## config.mk

```make
export PLATFORM = sky130hd
export DESIGN_NAME = stc1_egress_framer
export DESIGN_NICKNAME = d
export VERILOG_FILES = /design/src/rtl/stc1_egress_framer.sv
export SDC_FILE = /design/constraint.sdc
export NUM_CORES = 1
export LEC_CHECK = 0
export CAP_MARGIN = 10
export CORE_MARGIN = 10
export CORE_UTILIZATION = 45
export DETAILED_ROUTE_END_ITERATION = 12
export PLACE_DENSITY = 0.7
export SLEW_MARGIN = 20
export SYNTH_ARGS = -nofsm -noshare
export SYNTH_HDL_FRONTEND = slang
export SYNTH_SLANG_ARGS = --single-unit
```

## constraint.sdc

```tcl
create_clock -name Clk -period 12.6 [get_ports Clk]
set_clock_uncertainty 0.15 [all_clocks]
set_input_delay 1.26 -clock Clk [delete_from_list [all_inputs] [get_ports Clk]]
set_output_delay 1.26 -clock Clk [all_outputs]
set_load 0.05 [all_outputs]
```

## src/rtl/stc1_egress_framer.sv

```systemverilog
// rtl/stc1_egress_framer.sv - buffers complex-sample beats and serialises them into header/sequence/payload byte frames
module stc1_egress_framer #(
    parameter int         DATA_WIDTH = 16,
    parameter int         NUM_LANES  = 2,
    parameter int         FIFO_DEPTH = 16,
    parameter int         FRAME_LEN  = 8,
    parameter logic [7:0] HDR_BYTE   = 8'hA5,
    localparam int        W          = NUM_LANES * 2 * DATA_WIDTH,
    localparam int        BPB        = W / 8
) (
    input  logic         Clk,
    input  logic         Rst,
    input  logic         Enable,
    input  logic [W-1:0] IngressData,
    input  logic         IngressValid,
    output logic         IngressReady,
    output logic [7:0]   ED,
    output logic         EValid,
    input  logic         EReady,
    output logic [15:0]  FrameCount,
    output logic         Busy
);

    localparam int         AW      = $clog2(FIFO_DEPTH);
    localparam int         BLW     = $clog2(BPB + 1);
    localparam logic [AW:0]  PTR_ONE = (AW + 1)'(1);
    localparam logic [BLW-1:0] BL_ONE  = BLW'(1);
    localparam logic [BLW-1:0] BL_LOAD = BLW'(BPB - 1);
    localparam logic [7:0]   FL8     = 8'(FRAME_LEN);

    typedef enum logic [1:0] {
        IDLE,
        HDR,
        SEQ,
        PAYLOAD
    } state_t;

    logic [W-1:0]   mem [FIFO_DEPTH];
    logic [AW:0]    wr_ptr;
    logic [AW:0]    rd_ptr;
    logic           full;
    logic           empty;
    logic           push;
    logic           pop;
    logic [W-1:0]   head;

    state_t         state;
    logic [W-1:0]   sreg;
    logic [BLW-1:0] bytes_left;
    logic [7:0]     beat_cnt;

    logic           accept;
    logic           advance;
    logic           beat_done;
    logic           need_beat;
    logic           frame_done;

    assign full         = (wr_ptr[AW] != rd_ptr[AW]) && (wr_ptr[AW-1:0] == rd_ptr[AW-1:0]);
    assign empty        = (wr_ptr == rd_ptr);
    assign IngressReady = !full;
    assign push         = IngressValid && !full;
    assign head         = mem[rd_ptr[AW-1:0]];
    assign Busy         = (state != IDLE);

    // advance: the output register is free to take a new byte this cycle
    assign accept     = EValid && EReady;
    assign advance    = !EValid || EReady;
    assign beat_done  = (state == PAYLOAD) && advance && (bytes_left == '0);
    assign need_beat  = ((state == SEQ) && accept) || (beat_done && (beat_cnt != FL8));
    assign frame_done = beat_done && (beat_cnt == FL8);
    assign pop        = need_beat && !empty;

    always_ff @(posedge Clk) begin
        if (!Rst && push) begin
            mem[wr_ptr[AW-1:0]] <= IngressData;
        end
    end

    always_ff @(posedge Clk) begin
        if (Rst) begin
            state      <= IDLE;
            wr_ptr     <= '0;
            rd_ptr     <= '0;
            ED         <= 8'h00;
            EValid     <= 1'b0;
            FrameCount <= 16'h0000;
            sreg       <= '0;
            bytes_left <= '0;
            beat_cnt   <= 8'h00;
        end else begin
            if (push) begin
                wr_ptr <= wr_ptr + PTR_ONE;
            end
            if (pop) begin
                rd_ptr <= rd_ptr + PTR_ONE;
            end

            case (state)
                IDLE: begin
                    if (Enable && !empty) begin
                        state  <= HDR;
                        ED     <= HDR_BYTE;
                        EValid <= 1'b1;
                    end
                end

                HDR: begin
                    if (accept) begin
                        state <= SEQ;
                        ED    <= FrameCount[7:0];
                    end
                end

                SEQ: begin
                    if (accept) begin
                        state <= PAYLOAD;
                        if (pop) begin
                            ED         <= head[W-1 -: 8];
                            sreg       <= {head[W-9:0], 8'h00};
                            bytes_left <= BL_LOAD;
                            beat_cnt   <= 8'd1;
                            EValid     <= 1'b1;
                        end else begin
                            bytes_left <= '0;
                            beat_cnt   <= 8'd0;
                            EValid     <= 1'b0;
                        end
                    end
                end

                PAYLOAD: begin
                    if (advance) begin
                        if (bytes_left != '0) begin
                            ED         <= sreg[W-1 -: 8];
                            sreg       <= {sreg[W-9:0], 8'h00};
                            bytes_left <= bytes_left - BL_ONE;
                            EValid     <= 1'b1;
                        end else if (!frame_done) begin
                            // next beat is due; stall with EValid low until the FIFO has it
                            if (pop) begin
                                ED         <= head[W-1 -: 8];
                                sreg       <= {head[W-9:0], 8'h00};
                                bytes_left <= BL_LOAD;
                                beat_cnt   <= beat_cnt + 8'd1;
                                EValid     <= 1'b1;
                            end else begin
                                EValid <= 1'b0;
                            end
                        end else begin
                            FrameCount <= FrameCount + 16'd1;
                            if (Enable && !empty) begin
                                state  <= HDR;
                                ED     <= HDR_BYTE;
                                EValid <= 1'b1;
                            end else begin
                                state  <= IDLE;
                                EValid <= 1'b0;
                            end
                        end
                    end
                end

                default: begin
                    state  <= IDLE;
                    EValid <= 1'b0;
                end
            endcase
        end
    end

endmodule
```

# Word-level counts from Yosys, hierarchy flattened
# Memory sizes are Yosys's and may differ from the RTL's. A register that Yosys moved wholly into a read port is not among the register bits.
# Cells that the tools add are included.
[totals]
ff_bits = 113
mem_bits_rw = 1024
word_cells = 112
memories = 1
[classes]
addsub = 5
eq_ne = 18
n_mux = 48
n_bitwise = 1
reduce_logical = 30
[memory_table]
columns = ["name", "depth", "word_bits", "rd", "rd_ports_with_merged_regs", "write_ports", "line_no", "source"]
rows = [
  ["mem", 16, 64, 1, 1, 1, "38", "logic [W-1:0] mem [FIFO_DEPTH];"],
]
[ops]
columns = ["operator", "count"]
rows = [
  ["64-bit two-way mux", 5],
  ["64-bit one-hot mux with 2 select lines", 1],
  ["8-bit two-way mux", 12],
  ["8-bit one-hot mux with 4 select lines", 1],
  ["4-bit two-way mux", 7],
  ["16-bit by 1-bit adder with 16-bit output, second input constant", 1],
  ["2-bit inequality test, second input constant", 8],
  ["8-bit one-hot mux with 2 select lines", 1],
  ["2-bit two-way mux", 6],
  ["4-bit AND reduction", 3],
  ["6-bit AND reduction", 2],
  ["1-bit logical AND", 11],
  ["1-bit two-way mux", 11],
  ["5-bit by 1-bit adder with 5-bit output, second input constant", 2],
  ["8-bit by 1-bit adder with 8-bit output, second input constant", 1],
  ["8-bit by 4-bit == test with 1-bit output, second input constant", 1],
  ["8-bit by 4-bit inequality test with 1-bit output, second input constant", 1],
  ["2-bit one-hot mux with 4 select lines", 1],
  ["4-bit one-hot mux with 2 select lines", 1],
  ["3-bit by 2-bit inequality test with 1-bit output, second input constant", 2],
  ["5-bit == test", 1],
  ["5-bit AND reduction", 1],
  ["2-bit == test, second input constant", 2],
  ["4-bit == test", 1],
  ["other kinds (14)", 19],
]

# Logic depth before layout (Yosys ltp)
[logic_depth]
ltp_word = 12
depth_mapped = 11
depth_no_buf = 8

# Least setup slack after synthesis
# OpenSTA, ideal clock, no wires.
[synth_timing]
path_kind = "input-to-reg"
start = "input IngressValid"
end = "memory mem[5][0] in the netlist's numbering (enable)"
arrival_time_ps = 4682
t_required_ps = 11964
setup_slack_ps = 7282
stages = 3
path_buffers = 0
cell_sequence = "a21boi_1 -> nand3b_1 -> nor2_1"
[synth_between]
elab_chain_cells = 4
[synth_rtl]
columns = ["item", "line_no", "source"]
rows = [
  ["start: declaration", "15", "input logic IngressValid,"],
  ["1-bit logical AND", "61", "assign push = IngressValid && !full;"],
  ["1-bit logical AND", "74", "if (!Rst && push) begin"],
  ["1-bit two-way mux", "74", ""],
  ["1-bit two-way mux (not written as such)", "75", "mem[wr_ptr[AW-1:0]] <= IngressData;"],
  ["end: declaration", "38", ""],
]
# No other way between the ends.

# Worst setup path after layout
[layout_timing]
start = "input IngressValid"
end = "memory mem[2][16] in the netlist's numbering (enable)"
# Same word-level chain as after synthesis.

==> out/results.ini <==
[yosys]
synth_top_family_by_area = multiplexers
synth_xor_area_frac = 0.005519
ys.flop_type = edfxtp_1
synthCells = 2350
synth_area_leaders = edfxtp_1 (69%), mux4_2 (13%), dfxtp_1 (5.3%)
ys_types = 62
syn_area_um2 = 44440
yosysWarnings = 0
yosysMostFrequentCell = edfxtp_1
synth_fa_ha_area_frac = 0.004223
synthTopCellsByCount = edfxtp_1 (1024), mux4_2 (256), nor2_1 (167)
yosys.area.top_type = edfxtp_1
synth_top_area_share = 0.6920
synthSimpleGateAreaFrac = 0.04556
synth_fp_nets = 2434
avgSynthCellArea_um2 = 18.91
synth-compound-area-share = 0.04052
ys_ff_latch = 1141
postSynth.asyncResetShare = 0
synth_mux_area_frac = 0.1436
synth_edf_count = 1024
ys_seq_area_frac = 0.7447

[power]
leakage_nw = 15.12
total_power_w = 0.007652
power_density_nw_per_um2 = 152.4
power_switching_w = 0.001616
vdd_drop_max_uv = 132.0
clockPowerShare = 0.408
swShare = 0.2112
internal_power_w = 0.006036
pwr-share-seq = 0.545
p_comb_frac = 0.046

[cts]
cts.hold.buffers_added = 0
cts_buffers = 108
cts_root_buf = clkbuf_16
clk_pin_slew_worst_paths_ps = 60
clkLatencyLatePin_ps = 690
cts_tree = built
clk_path_buf_depth = 3
cts_max_level = 3
cts_resized = 0
post_cts_buffers = 0
cts_sinks = 1141

[drt]
route.detailed.drc = 0
route.vias.total = 22370
drt-initial-drc-count = 2670
viasPerCell = 5.846
wl_per_cell_um = 25.38
drtAntennaViolNets = 0
dr.pass1.iters = 6
wl_um = 97140

[worst_hold_path]
worstHoldPathType = register to register
hold_path_depth = 1
whs_endpoint = sreg[0]$_SDFFE_PP0P_
min_from = sreg[0]$_SDFFE_PP0P_

[finish]
nets = 2529
final_util = 0.5117
syn_to_final_growth_pct = 13.00
filler_cell_count = 7663
drive_gt1_frac = 0.1875

[timing]
hold_viol = 0
fin_crit_sh = 0.3447
final_max_slew_viol_count = 0
rsz0062_at_grt = false
slew_headroom = 0.2408
max_freq_mhz = 230.2
worst_slew_pin_slew_ps = 1139
tns_ps = 0
period_minus_slack_ps = 4343
setup_viol = 0
hold_ws_ps = 309.9
worst_slack_ps = 8257

[grt]
antenna_found_initial = 7
grt_overflow = 0
grt_max_degree = 142
first_global_vias = 23290
grt_usage = 0.1723
grt_pass1_wl_um = 146900

[floorplan]
dieWidth_um = 334.2
die_h_um = 334.2
ios = 96
core_area_um2 = 98130
fp.dieArea_um2 = 111700
floorplan.initialDensity = 0.4528
rows = 115

[critical_path]
cp_top_family = simple AND/OR/NAND/NOR gates
startpoint = IngressValid
r2r_end = sreg[60]$_SDFFE_PP0P_
r2r_slack_ps = 8390
path_buf_inv = 2
cp_max_fo = 39
worstSetupPathType = primary input to register
ff2ff_path_depth = 8
crit_chain = clkdlybuf4s50_1 -> a21boi_1 -> nand2_1 -> nor2_4 -> buf_4
cpPeakStageDelay_ps = 940
cpMaxStageDelayCell = nor2_4
endpoint_kind = register
setup.worst_path.start_class = primary input
cp.required_ps = 12750
worst_ep_arrival_time_ps = 4500

[place]
gp_congestion = 0.8377
io_buffers = 95
pre_cts_slack_ps = 7507
hpwl_um = 52310

[job]
drv_cap = 0

[status]
outcome = finished, final reports clean

[logic make-up after synthesis]
logic type,after synthesis
flops,1141
fa+ha+maj,15
simple gates,399
compound gates,287
buf+inv,163
mux,317
xor+xnor,28
[placed cells by master, fill, tap and decap left out, types with 17 or more instances in the layout]
cell type	count
nor4_1	56
mux4_2	256
a21oi_1	145
nand2_1	27
edfxtp_1	1024
dfxtp_1	113
inv_1	21
xor2_1	17
a211oi_1	63
nand3_1	22
nor2_1	151
clkbuf_16	110
clkdlybuf4s50_1	94
mux2i_1	57
nor2b_1	59
buf_4	28
clkbuf_1	37
[power by group through the flow]
stage	Sequential (W)	Clock [W]	Combinational, W
after CTS	0.00417	0.00317	0.000355
final	0.00417	0.00312	0.000355
after floorplan	0.00427	0	0.000187
after global placement	0.00425	0	0.000342
after detailed placement	0.00425	0	0.000354
after global routing	0.00418	0.00333	0.000383
[metal layers]
| layer | GRT usage | wire, um | vias to the layer above |
|---|---|---|---|
| li1 | - | - | 9736 |
| met2 | 0.2804 | 47450 | 863 |
| met1 | 0.2290 | 39310 | 11610 |
| met5 | 0 | 56 | - |
| met3 | 0.04031 | 7971 | 159 |
| met4 | 0.05340 | 2351 | 8 |
[through the flow]
step | instance area (um2) | std cells
detailed placement | 46800 | 3622
CTS | 50210 | 3826
global placement | 46790 | 3622
finish | 50210 | 3827
global route | 50210 | 3826
floorplan | 44440 | 2350
[state kept, by name, summed over array words and instances, names as in the netlist, named ones only]
signal / count
state: 2
rd_ptr: 5
ED: 8
mem: 1024
sreg: 64
wr_ptr: 5
FrameCount: 16
bytes_left: 4
EValid: 1
beat_cnt: 8
[layout make-up]
cell class | instances | area (um2) | area share
Multi-Input combinational cell | 1046 | 10770 | 0.2145
Timing Repair Buffer | 127 | 1234 | 0.02457
Tap cell | 1287 | 1610 | 0.03207
Clock buffer | 155 | 3002 | 0.05978
Inverter | 21 | 78.83 | 0.001570
Clock inverter | 49 | 409.1 | 0.008148
Sequential cell | 1141 | 33110 | 0.6593
Antenna cell | 1 | 2.502 | 0.00004983
[worst max-delay path by stage]
stage / to / slack [ps] / cells past startpoint
3_3_place_gp: mem[1][12]$_DFFE_PP_ / 7540 / 5
3_5_place_dp: mem[1][23]$_DFFE_PP_ / 7510 / 5
5_1_grt: sreg[60]$_SDFFE_PP0P_ / 7960 / 8
6_report: mem[2][16]$_DFFE_PP_ / 8260 / 5
2_1_floorplan: mem[5][0]$_DFFE_PP_ / 7280 / 3
4_1_cts: mem[1][17]$_DFFE_PP_ / 8220 / 5
[worst reg2reg max path: cells and delay by family (launching register included)]
family,cells,cell delay [ps]
mux,1,620
buf+inv,2,1510
compound gates,2,500
simple gates,3,370
flops,1,910
No activity file was read; power rests on OpenSTA's default activity.
